--- config.mk ---
export PLATFORM = sky130hd
export DESIGN_NAME = bmult_cpa_pipe
export DESIGN_NICKNAME = d
export VERILOG_FILES = /design/src/rtl/bmult_cpa_pipe.sv
export SDC_FILE = /design/constraint.sdc
export NUM_CORES = 1
export LEC_CHECK = 0
export ABC_AREA = 1
export CORE_MARGIN = 2
export CORE_UTILIZATION = 30
export DETAILED_ROUTE_END_ITERATION = 7
export SLEW_MARGIN = 20
export SYNTH_ARGS = -nofsm -noshare
export SYNTH_HDL_FRONTEND = slang
export SYNTH_SLANG_ARGS = --single-unit
export TNS_END_PERCENT = 5
--- constraint.sdc ---
create_clock -name clk -period 2.2 [get_ports clk]
set_input_delay 0.44 -clock clk [delete_from_list [all_inputs] [get_ports clk]]
set_output_delay 0.44 -clock clk [all_outputs]
set_load 0.01 [all_outputs]
--- src/rtl/bmult_cpa_pipe.sv ---
// bmult_cpa_pipe: segmented carry-propagate adder for the Bmult family.
// Adds the two reduced rows coming out of the bit-heap compressor, resolving SEG
// bits per pipeline stage. Valid/ready on both sides, with per-stage bubble
// collapsing. Results leave in acceptance order and carry their sideband tag.
module bmult_cpa_pipe #(
  parameter int W     = 41,
  parameter int OUT_W = 40,
  parameter int SEG   = 11,
  parameter int TAG_W = 4
) (
  input  logic             clk,
  input  logic             rst_n,
  input  logic             in_valid,
  output logic             in_ready,
  input  logic [W-1:0]     in_row0,
  input  logic [W-1:0]     in_row1,
  input  logic [TAG_W-1:0] in_tag,
  output logic             out_valid,
  input  logic             out_ready,
  output logic [OUT_W-1:0] out_p,
  output logic [TAG_W-1:0] out_tag,
  output logic             out_ovf
);

  localparam int NSEG = (W + SEG - 1) / SEG;
  // Rows are zero-padded to a whole number of segments. Above bit W-1 the padded
  // sum then holds the carry out of the W-bit addition, so every stage can use the
  // same SEG-bit adder.
  localparam int PW = NSEG * SEG;

  typedef struct packed {
    logic             v;    // stage holds a live operation
    logic [TAG_W-1:0] tag;  // sideband travelling with the operation
    logic [PW-1:0]    sum;  // resolved sum bits of segments 0..k
    logic             c;    // carry out of segment k
    logic [PW-1:0]    r0;   // raw row 0; segments above k are still unresolved
    logic [PW-1:0]    r1;   // raw row 1; segments above k are still unresolved
  } stage_t;

  stage_t            stg_q [NSEG];
  stage_t            stg_d [NSEG];
  logic   [NSEG-1:0] adv;

  // Advance chain, computed from the output back to the input. A stage moves
  // when it is empty or when its successor moves, so bubbles collapse.
  always_comb begin
    adv            = '0;
    adv[NSEG-1]    = ~stg_q[NSEG-1].v | out_ready;
    for (int k = NSEG - 2; k >= 0; k--) begin
      adv[k] = ~stg_q[k].v | adv[k+1];
    end
  end

  // Candidate contents for each stage: the predecessor's contents (the input
  // for stage 0) with segment k resolved by adding in the incoming carry.
  always_comb begin
    stage_t         src [NSEG];
    logic [SEG:0]   seg;
    // NOTE: every variable gets a default before any conditional or partial
    // write, so that no path leaves one unassigned and no latch is inferred.
    seg = '0;
    for (int k = 0; k < NSEG; k++) begin
      src[k]   = '0;
      stg_d[k] = '0;
    end
    src[0].v   = in_valid;
    src[0].tag = in_tag;
    src[0].r0  = PW'(in_row0);
    src[0].r1  = PW'(in_row1);
    for (int k = 1; k < NSEG; k++) begin
      src[k] = stg_q[k-1];
    end
    for (int k = 0; k < NSEG; k++) begin
      seg = {1'b0, src[k].r0[k*SEG +: SEG]}
          + {1'b0, src[k].r1[k*SEG +: SEG]}
          + {{SEG{1'b0}}, src[k].c};
      stg_d[k]                   = src[k];
      stg_d[k].sum[k*SEG +: SEG] = seg[SEG-1:0];
      stg_d[k].c                 = seg[SEG];
    end
  end

  // Stage registers. The valid bit follows the predecessor on every advance.
  // Data loads only when a live operation arrives, so the last stage (and with
  // it out_*) keeps its value while out_valid is low.
  always_ff @(posedge clk or negedge rst_n) begin
    if (!rst_n) begin
      // NOTE: the data fields are reset along with the valid bits because
      // out_p/out_tag/out_ovf come straight from the last stage and must read 0
      // after reset.
      for (int k = 0; k < NSEG; k++) begin
        stg_q[k] <= '0;
      end
    end else begin
      for (int k = 0; k < NSEG; k++) begin
        if (adv[k]) begin
          // NOTE: non-blocking assignments, so every stage samples its
          // predecessor's value from before the clock edge.
          stg_q[k].v <= stg_d[k].v;
          if (stg_d[k].v) begin
            stg_q[k] <= stg_d[k];
          end
        end
      end
    end
  end

  assign in_ready  = adv[0];
  assign out_valid = stg_q[NSEG-1].v;
  assign out_p     = stg_q[NSEG-1].sum[OUT_W-1:0];
  assign out_tag   = stg_q[NSEG-1].tag;
  assign out_ovf   = |{stg_q[NSEG-1].c, stg_q[NSEG-1].sum[PW-1:OUT_W]};

endmodule

[Word level (Yosys, flattened, before mapping)]
Index checks and enable logic that the tools add are counted.
Cells by class
  add/subtract/negate cells: 7
  muxes and demuxes: 4
  bitwise logic cells: 8
  reduce and logical (&&, ||, !) cells: 5
Operators with widths (count)
  two-way mux 138 bit: 4
  adder 11 x 11 -> 12 bit: 3
  adder 12 x 1 -> 12 bit: 2
  adder 9 x 1 -> 10 bit: 1
  adder 8 x 8 -> 9 bit: 1
  AND reduction 2 bit: 4
  OR reduction 5 bit: 1
  NOT 1 bit: 4
  OR 1 bit: 4
Storage, ports and cells
  register bits after elaboration: 462
  input bits: 90
  output and inout port bits: 47
  logic and storage cells: 48

[Longest topological paths before layout]
Gate-level depths: netlist (run 1).
  word-level depth: 6
  mapped depth: 11
  mapped depth without buffers: 11

[Least setup slack after synthesis (run 1)]
Ideal clock, no wire load.
  path kind: register to register
  from: register stg_q[226] (netlist bit)
  to: register stg_q[130] (netlist bit)
  setup time: 0.121 ns
  data arrival time: 1.697 ns
  required time: 2.079 ns
  setup slack: 0.382 ns
  stages on the path, launching flop included: 9
  buffers on the path: 0
  period minus slack after synthesis: 1.818 ns
  cells stage by stage: dfrtp_1 fa_1 fa_1 nand3_1 nand2_1 nand2_1 a21oi_1 o21bai_1 nand2_1
On the way
  longest elaborated chain between the ends: 1
Ends and longest elaborated chain
  start: declaration: line 40  | stage_t stg_q [NSEG];
  start signal: indexed assignment: line 101  | stg_q[k] <= stg_d[k];
  adder 9 x 1 -> 10 bit: line 76  | + {{SEG{1'b0}}, src[k].c};
Every way passes these cells.
A chain may end at the register's enable or synchronous reset.

[Worst setup path after layout (run 1)]
  from: register stg_q[130] (netlist bit)
  to: output out_ovf
On the way
  longest elaborated chain between the ends: 1
Ends and longest elaborated chain
  OR reduction 5 bit: line 112  | assign out_ovf = |{stg_q[NSEG-1].c, stg_q[NSEG-1].sum[PW-1:OUT_W]};
  end: declaration: line 22  | output logic out_ovf
Every way passes these cells.

==> results.ini, run 1 <==
[synthesis]
yosysMostFrequentCell = nand2_1
yosysWarnings = 0
async_reset_ff_share_pct = 100
synth_cells = 1374
synth_top_area_share_pct = 53.6
ys_ff_latch = 245
avgSynthCellArea_um2 = 8.33
syn_nets = 1509
syn_area_um2 = 11400
synth-edff-count = 0
synth.area.top_cells = dfrtp_1 54%, nand2_1 20%, ha_1 4.2%, buf_4 3.3%, inv_1 3.3%
synth_top_cell_by_area = dfrtp_1
synth_cell_types = 27
ys_top_cells_by_count = 610 x nand2_1, 245 x dfrtp_1, 100 x inv_1
yosysSeqAreaShare_pct = 53.6
ys.flop_type = dfrtp_1

[sta]
final_hold_viol_count = 0
holdWs_ps = 452
fmax_mhz = 471
fin_crit_sh_pct = 96.4
slew_headroom_pct = 61.5
finalSetupTns_ps = 0
tightestPinTransition_ps = 578
skew_ps = 8.59
setup_ws_ps = 78.9
slew_viol_final = 0
period_minus_slack_ps = 2120
rsz0062_at_grt = no
finalSetupViolCount = 0

[critical_path]
worst-path-buf-inv = 1
crit_arrival_ps = 1680
cp.required_ps = 1760
end_kind = output port
crit_path_cell_trace = or2_2, clkdlybuf4s50_1
critPathTopFamily = buffers and inverters
critPathSlowestCell = clkdlybuf4s50_1
critical_path.max_stage_delay_ps = 490
path_max_fanout = 2
path_class = flop to output port
start_kind = flop

[layout]
area_delta_synth_final_pct = 23.0
antenna_cells = 0
fillers = 3813
multi_input_area_um2 = 4320
instances_no_fill = 2000
finalNetCount = 1604
drive_gt1_share_pct = 5.44
layout.area.seq_um2 = 6130

[route]
drt_iter0_drc = 489
ant_nets = 0
post-route-drc-count = 0
totalWireLength_um = 27400
viasPerCell = 4.32
wl_met2_um = 11700
wl_met1_um = 14100
vias = 8649
met3WireLength_um = 1290
first_pass_iters = 5
routedWlPerCell_um = 13.7
top_layer_used = met4

[pwr]
p_per_area_nw_per_um2 = 1260
power_leakage_nw = 7.07
finalPower_mw = 17.8
peakVddDrop_uv = 615

[placed_design]
place_ws_ps = 20.1
numPlacedInstances = 1951
port_buffers = 136
hpwl_um = 20300
gp_congestion = 0.877

[floorplanning]
start_util_pct = 30.4
chipHeight_um = 199
die_w_um = 199
fp.dieArea_um2 = 39700
fp-row-count = 71
core-area_um2 = 37600
ioPinCount = 137

[clock_tree]
cts.path.max_buffers = 3
postCtsSetupBuffers = 0
cts_buffers = 26
insertion_delay_ps = 520
cts_root_buf = clkbuf_16
tritoncts = built
h-tree-depth = 1
clkSinkCount = 245
cts.clk_slew.worst_paths_ps = 60

[global_route]
grt_pass1_vias = 8519
grt_use_total_pct = 14.1
antenna_found_initial = 0
grt_pass1_wl_um = 45200
grt_max_degree = 76
globalRoute.totalOverflow = 0

[run_status]
status = complete, no violations

[job]
max-cap-violations = 0

[hold_path]
hold_class = primary input to flop

-- cell usage in the layout, fill, tap and decap left out, types with 7 or more instances in the layout --
cell type / instances
o21ai_0: 57
dfrtp_1: 245
fa_1: 7
o21ai_1: 64
buf_4: 9
clkbuf_16: 27
nand3_1: 49
nor2_1: 44
buf_12: 14
nand3b_1: 7
inv_1: 100
ha_1: 38
nand2_1: 610
a21oi_1: 26
clkdlybuf4s50_1: 134
-- repair_timing --
| item | 4_1_cts | 5_1_grt |
|---|---|---|
| endpoints found under the hold margin | 64 | 0 |
| gates resized for setup | 0 | 1 |
| hold buffers | 1 | 0 |
| setup endpoints to repair | 0 | 1 |
-- path summary, 6_finish.rpt --
check | from | endpoint | slack, ps | cells past startpoint
worst max-delay path | stg_q[130]$_DFFE_PN0P_ | out_ovf | 80 | 2
worst min-delay path | in_row0[22] | stg_d[342]$_DFFE_PN0P_ | 450 | 3
worst max register to register | stg_q[364]$_DFFE_PN0P_ | stg_d[117]$_DFFE_PN0P_ | 190 | 11
worst min register to register | out_p[14]$_DFFE_PN0P_ | out_p[14]$_DFFE_PN0P_ | 470 | 2
max in group asynchronous | rst_n | stg_d[287]$_DFFE_PN0P_ | 1020 | 3
min in group asynchronous | rst_n | out_p[28]$_DFFE_PN0P_ | 470 | 2
-- registers in the layout, summed over array words and instances, names as in the netlist --
register	flops
stg_q	5
out_tag	4
stg_d	195
out_valid	1
out_p	40
-- power by group --
part / switching (mW) / total [mW] / internal [mW]
Sequential: 0.858 / 6.96 / 6.10
Clock: 1.77 / 4.34 / 2.57
Combinational: 3.81 / 6.49 / 2.68
Total: 6.44 / 17.8 / 11.4
-- through the flow --
step                      util (%)  instance area [um^2]
after CTS                     37.4                 14100
after floorplan                  -                 11400
after global routing          37.4                 14100
after detailed placement      35.1                 13200
final                         37.4                 14100
after global placement        35.1                 13200
-- cell type report --
| cell class | instances | area share [%] |
|---|---|---|
| clock buffer | 39 | 5.55 |
| clock inverter | 9 | 0.560 |
| inverter | 105 | 2.80 |
| multi-input combinational | 931 | 30.7 |
| sequential | 245 | 43.6 |
| tap | 511 | 4.54 |
| timing repair buffer | 160 | 12.3 |
-- cell families after synthesis --
group           after synthesis  share of synthesized area, %
compound gates              151                          6.67
xor+xnor                      7                         0.536
flops                       245                          53.6
fa+ha+maj                    45                          5.38
buf+inv                     198                          8.66
simple gates                728                          25.2
-- layer usage --
metal / vias up / global-route usage, %
met5: - / 0
met4: 0 / 2.82
met3: 28 / 2.35
met2: 143 / 21.1
met1: 4012 / 21.5
li1: 4466 / -
-- worst register-to-register path, delay by kind of cell, from the launching register on --
kind            cells  cell delay [ps]
buf+inv             2              180
simple gates        6              520
fa+ha+maj           2              710
compound gates      1              130
flops               1              400
No activity file was read; power rests on OpenSTA's default activity.
==> inputs of run 2 (changes only) <==
--- a/config.mk
+++ b/config.mk
@@ -9,6 +9,8 @@
 export CORE_MARGIN = 2
 export CORE_UTILIZATION = 30
 export DETAILED_ROUTE_END_ITERATION = 7
+export PLACE_DENSITY = 0.58
+export SKIP_LAST_GASP = 1
 export SLEW_MARGIN = 20
 export SYNTH_ARGS = -nofsm -noshare
 export SYNTH_HDL_FRONTEND = slang
==> results.ini, run 2 (synthesis results as in run 1) <==
[layout]
design_area_um2 = 14200  ; +0.85%
antenna_cells = 0  ; unchanged
drive_gt1_share_pct = 5.77  ; +0.33 points
finalNetCount = 1607  ; +0.19%
fillers = 3845  ; +0.84%
final_common_cell = nand2_1
final_cell_mix = 610 x nand2_1, 245 x dfrtp_1, 135 x clkdlybuf4s50_1
area_delta_synth_final_pct = 24.0
largest_reg_flops = 195  ; unchanged

[placed_design]
hpwl_um = 20300  ; -0.42%
placed_area_um2 = 13200  ; +0.21%
port_buffers = 136  ; unchanged
gp_congestion = 0.874  ; -0.43%

[pwr]
comb_power_share_pct = 35.8  ; -0.7 points
pwr-share-clk_pct = 26.2  ; +1.8 points
seq_power_share_pct = 38.0  ; -1.1 points
p_per_area_nw_per_um2 = 1280  ; +1.6%
intPower_mw = 11.8  ; +4.0%
power_leakage_nw = 7.12  ; +0.78%
switching_power_mw = 6.42  ; -0.25%
sw_frac_of_total_pct = 35.2  ; -0.96 points
peakVddDrop_uv = 583  ; -5.3%
finalPower_mw = 18.2  ; +2.5%

[job]
max-cap-violations = 0  ; unchanged

[route]
post-route-drc-count = 0  ; unchanged
vias = 8618  ; -0.36%
totalWireLength_um = 27800  ; +1.4%
routedWlPerCell_um = 13.9  ; +1.3%
ant_nets = 0  ; unchanged
drt_iter0_drc = 468  ; -4.3%
first_pass_iters = 5  ; unchanged
viasPerCell = 4.30  ; -0.46%

[sta]
final_hold_viol_count = 0  ; unchanged
finalSetupViolCount = 0  ; unchanged
slew_viol_final = 0  ; unchanged
rsz0062_at_grt = no
slew_headroom_pct = 74.6  ; +13 points
skew_ps = 8.89  ; +0.305 ps
period_minus_slack_ps = 2110  ; -8.10 ps
tightestPinTransition_ps = 381  ; -197 ps
fmax_mhz = 473  ; +0.38%
finalSetupTns_ps = 0  ; unchanged
fin_crit_sh_pct = 96.0  ; -0.37 points

[critical_path]
path_max_fanout = 3  ; +1
end_kind = output port
start_kind = flop
path_class = flop to output port
crit_arrival_ps = 1670  ; about the same
reg2reg_slack_ps = 170  ; -20 ps
cp.required_ps = 1760  ; about the same

[clock_tree]
cts.clk_slew.worst_paths_ps = 60  ; about the same
cts_buffers = 27  ; +3.8%
cts_root_buf = clkbuf_16
h-tree-depth = 1  ; unchanged
tritoncts = built
clkSinkCount = 245  ; unchanged
cts.path.max_buffers = 3  ; unchanged
postCtsSetupBuffers = 0  ; unchanged
insertion_delay_ps = 520  ; about the same

[floorplanning]
fp-row-count = 71  ; unchanged
die_w_um = 199  ; unchanged
chipHeight_um = 199  ; unchanged
core-area_um2 = 37600  ; unchanged
ioPinCount = 137  ; unchanged
start_util_pct = 30.4  ; unchanged
fp.dieArea_um2 = 39700  ; unchanged

[global_route]
grt_max_degree = 67  ; -12%
grt_use_total_pct = 14.4  ; +0.23 points
globalRoute.totalOverflow = 0  ; unchanged
antenna_found_initial = 0  ; unchanged
grt_pass1_wl_um = 46200  ; +2.1%
grt_pass1_vias = 8608  ; +1.0%

[hold_path]
hold_class = primary input to asynchronous set/reset pin

[run_status]
status = complete, no violations

## run 2: worst paths after layout
check                                  startpoint                     end  cells past startpoint
max                         out_valid$_DFFE_PN0P_                in_ready                      4
min                                         rst_n   out_p[30]$_DFFE_PN0P_                      2
max reg2reg                stg_q[364]$_DFFE_PN0P_  stg_d[117]$_DFFE_PN0P_                     11
min reg2reg                stg_d[178]$_DFFE_PN0P_   stg_d[40]$_DFFE_PN0P_                      2
max in group asynchronous                   rst_n  stg_d[290]$_DFFE_PN0P_                      3
min in group clk                      in_row0[37]  stg_d[357]$_DFFE_PN0P_                      3
## run 2: per-layer routing
metal	vias up	GRT usage (%)	part of all wire, %
met1	4011	21.7	51
met5	-	0	0
met2	129	21.7	43
met3	31	2.36	4.6
met4	0	2.74	1.4
li1	4447	-	-
## run 2: layout make-up
| type | count | area, um^2 | share of cell area [%] |
|---|---|---|---|
| flip-flops and latches | 245 | 6130 | 43.2 |
| multi-input cells | 931 | 4320 | 30.5 |
| repair buffers | 162 | 1750 | 12.3 |
| clock buffers | 39 | 801 | 5.64 |
| well taps | 511 | 639 | 4.51 |
| inverters | 105 | 394 | 2.78 |
| clock inverters | 9 | 150 | 1.06 |
## run 2: what timing repair did
item	in CTS	in global routing
gates resized for setup	0	1
endpoints found under the setup margin	0	1
hold buffers	1	0
endpoints found under the hold margin	39	0
## run 2: critical path: stages (launching register included)
cell and delay (ps):
dfrtp_1 370, inv_1 100, nor2_4 40, nand4_2 80
clkdlybuf4s50_1 540
## run 2: power groups by stage
stage / combinational, mW / sequential [mW] / clock [mW]
after global placement: 6.52 / 6.96 / 0
after detailed placement: 6.58 / 7.00 / 0
final: 6.52 / 6.92 / 4.78
after global routing: 7.47 / 7.11 / 5.09
after floorplan: 4.61 / 6.76 / 0
after CTS: 6.63 / 6.93 / 4.91
## run 2: per-stage QoR
stage	util, %	cells	hold WS, ps	worst slack [ps]
2_1_floorplan	-	1374	144	382
3_3_place_gp	35.2	1953	371	27.4
3_5_place_dp	35.2	1953	370	12.2
4_1_cts	37.8	2002	408	45.6
5_1_grt	37.8	2002	446	16.2
6_report	37.8	2002	414	87.0
==> inputs of run 3 (changes only) <==
--- a/config.mk
+++ b/config.mk
@@ -6,9 +6,11 @@
 export NUM_CORES = 1
 export LEC_CHECK = 0
 export ABC_AREA = 1
+export CAP_MARGIN = 20
 export CORE_MARGIN = 2
 export CORE_UTILIZATION = 30
 export DETAILED_ROUTE_END_ITERATION = 7
+export GPL_TIMING_DRIVEN = 0
 export PLACE_DENSITY = 0.58
 export SKIP_LAST_GASP = 1
 export SLEW_MARGIN = 20
==> results.ini, run 3 (synthesis results as in run 1) <==
[layout]
design_area_um2 = 14400  ; +1.3%
fillers = 3851  ; +0.16%
area_delta_synth_final_pct = 25.7
instances_no_fill = 2073  ; +3.5%
drive_gt1_share_pct = 8.83  ; +3.1 points
final_common_cell = nand2_1
finalNetCount = 1677  ; +4.4%
final_cell_mix = 610 x nand2_1, 245 x dfrtp_1, 134 x clkdlybuf4s50_1
largest_reg_flops = 195  ; unchanged
antenna_cells = 0  ; unchanged

[sta]
slew_headroom_pct = 58.1  ; -17 points
tightestPinTransition_ps = 629  ; +248 ps
finalSetupViolCount = 0  ; unchanged
final_hold_viol_count = 0  ; unchanged
rsz0062_at_grt = yes
fin_crit_sh_pct = 95.6  ; -0.49 points
fmax_mhz = 476  ; +0.51%
skew_ps = 7.53  ; -1.36 ps
period_minus_slack_ps = 2100  ; -10.8 ps
setup_ws_ps = 97.8  ; +10.8 ps
holdWs_ps = 452  ; +37.7 ps
slew_viol_final = 0  ; unchanged

[global_route]
grt_pass1_wl_um = 47900  ; +3.8%
grt_use_total_pct = 15.2  ; +0.80 points
grt_max_degree = 89  ; +33%
antenna_found_initial = 0  ; unchanged
globalRoute.totalOverflow = 0  ; unchanged
grt_pass1_vias = 8878  ; +3.1%

[clock_tree]
cts_buffers = 27  ; unchanged
postCtsSetupBuffers = 0  ; unchanged
tritoncts = built
cts_root_buf = clkbuf_16
cts.path.max_buffers = 3  ; unchanged
insertion_delay_ps = 530  ; about the same
clkSinkCount = 245  ; unchanged
h-tree-depth = 1  ; unchanged
cts.clk_slew.worst_paths_ps = 60  ; about the same

[pwr]
peakVddDrop_uv = 686  ; +18%
power_leakage_nw = 7.30  ; +2.5%
p_per_area_nw_per_um2 = 1270  ; -1.2%

[hold_path]
hold_class = primary input to flop

[critical_path]
start_kind = flop
path_max_fanout = 2  ; -1
reg2reg_slack_ps = 210  ; +40 ps
crit_arrival_ps = 1660  ; about the same
cp.required_ps = 1760  ; about the same
end_kind = output port
path_class = flop to output port

[floorplanning]
die_w_um = 199  ; unchanged
ioPinCount = 137  ; unchanged
fp-row-count = 71  ; unchanged
chipHeight_um = 199  ; unchanged
core-area_um2 = 37600  ; unchanged
fp.dieArea_um2 = 39700  ; unchanged
start_util_pct = 30.4  ; unchanged

[route]
routedWlPerCell_um = 14.1  ; +1.6%
ant_nets = 0  ; unchanged
drt_iter0_drc = 532  ; +14%
wl_met1_um = 14200  ; -1.1%
vias = 8900  ; +3.3%
met3WireLength_um = 1250  ; -1.3%
post-route-drc-count = 0  ; unchanged
first_pass_iters = 5  ; unchanged
wl_met2_um = 13400  ; +13%
totalWireLength_um = 29300  ; +5.2%
top_layer_used = met4
viasPerCell = 4.29  ; -0.26%

[placed_design]
hpwl_um = 22600  ; +12%
port_buffers = 136  ; unchanged
gp_congestion = 0.844  ; -3.4%
placed_area_um2 = 13500  ; +2.1%
numPlacedInstances = 2023  ; +3.6%
place_ws_ps = -153  ; -165 ps

[job]
max-cap-violations = 0  ; unchanged

[run_status]
status = complete, no violations

## run 3: metal layers
metal  vias to the layer above  global-route usage (%)
met5                         -                       0
met4                         0                    3.07
met3                        28                    2.21
met2                       149                    24.9
met1                      4125                    21.4
li1                       4598                       -
## run 3: path summary, 6_finish.rpt
kind,startpoint,end,depth (start not counted)
max,stg_q[130]$_DFFE_PN0P_,out_ovf,2
min,in_row1[31],stg_d[307]$_DFFE_PN0P_,3
max reg2reg,stg_q[226]$_DFFE_PN0P_,stg_q[130]$_DFFE_PN0P_,8
min reg2reg,stg_d[344]$_DFFE_PN0P_,stg_d[206]$_DFFE_PN0P_,2
max in group asynchronous,rst_n,stg_d[237]$_DFFE_PN0P_,3
min in group asynchronous,rst_n,out_p[27]$_DFFE_PN0P_,2
## run 3: power breakdown
group,total [mW],leakage [nW],internal [mW],switching (mW)
logic,6.94,3.84,2.99,3.95
registers,6.95,3.04,6.10,0.848
clock network,4.35,0.415,2.55,1.80
total,18.2,7.30,11.6,6.60
## run 3: timing repair
action | 4_1_cts | 5_1_grt
endpoints found under the hold margin | 78 | 0
cloned | 0 | 0
resized for setup | 1 | 1
hold buffers | 1 | 0
setup endpoints to repair | 1 | 2
## run 3: per-stage QoR
step	power (mW)	util [%]	TNS (ps)
6_report	18.2	38.3	0
5_1_grt	19.8	38.3	-1.08
4_1_cts	18.5	38.3	0
3_5_place_dp	14.0	35.9	-505
3_3_place_gp	13.9	35.8	-2380580
2_1_floorplan	11.4	-	0
## run 3: layout make-up
cell class,instances,area (um^2),area share (%)
flip-flops and latches,245,6130,42.6
multi-input cells,931,4320,30.1
repair buffers,139,1430,9.95
clock buffers,38,767,5.33
well taps,511,639,4.45
plain buffers,93,597,4.15
inverters,105,394,2.74
clock inverters,11,97.6,0.679
## run 3: worst max-delay path, cell delays in order (launching register included)
cell             delay, ps
dfrtp_1                370
or2_2                  290
clkdlybuf4s50_1        490
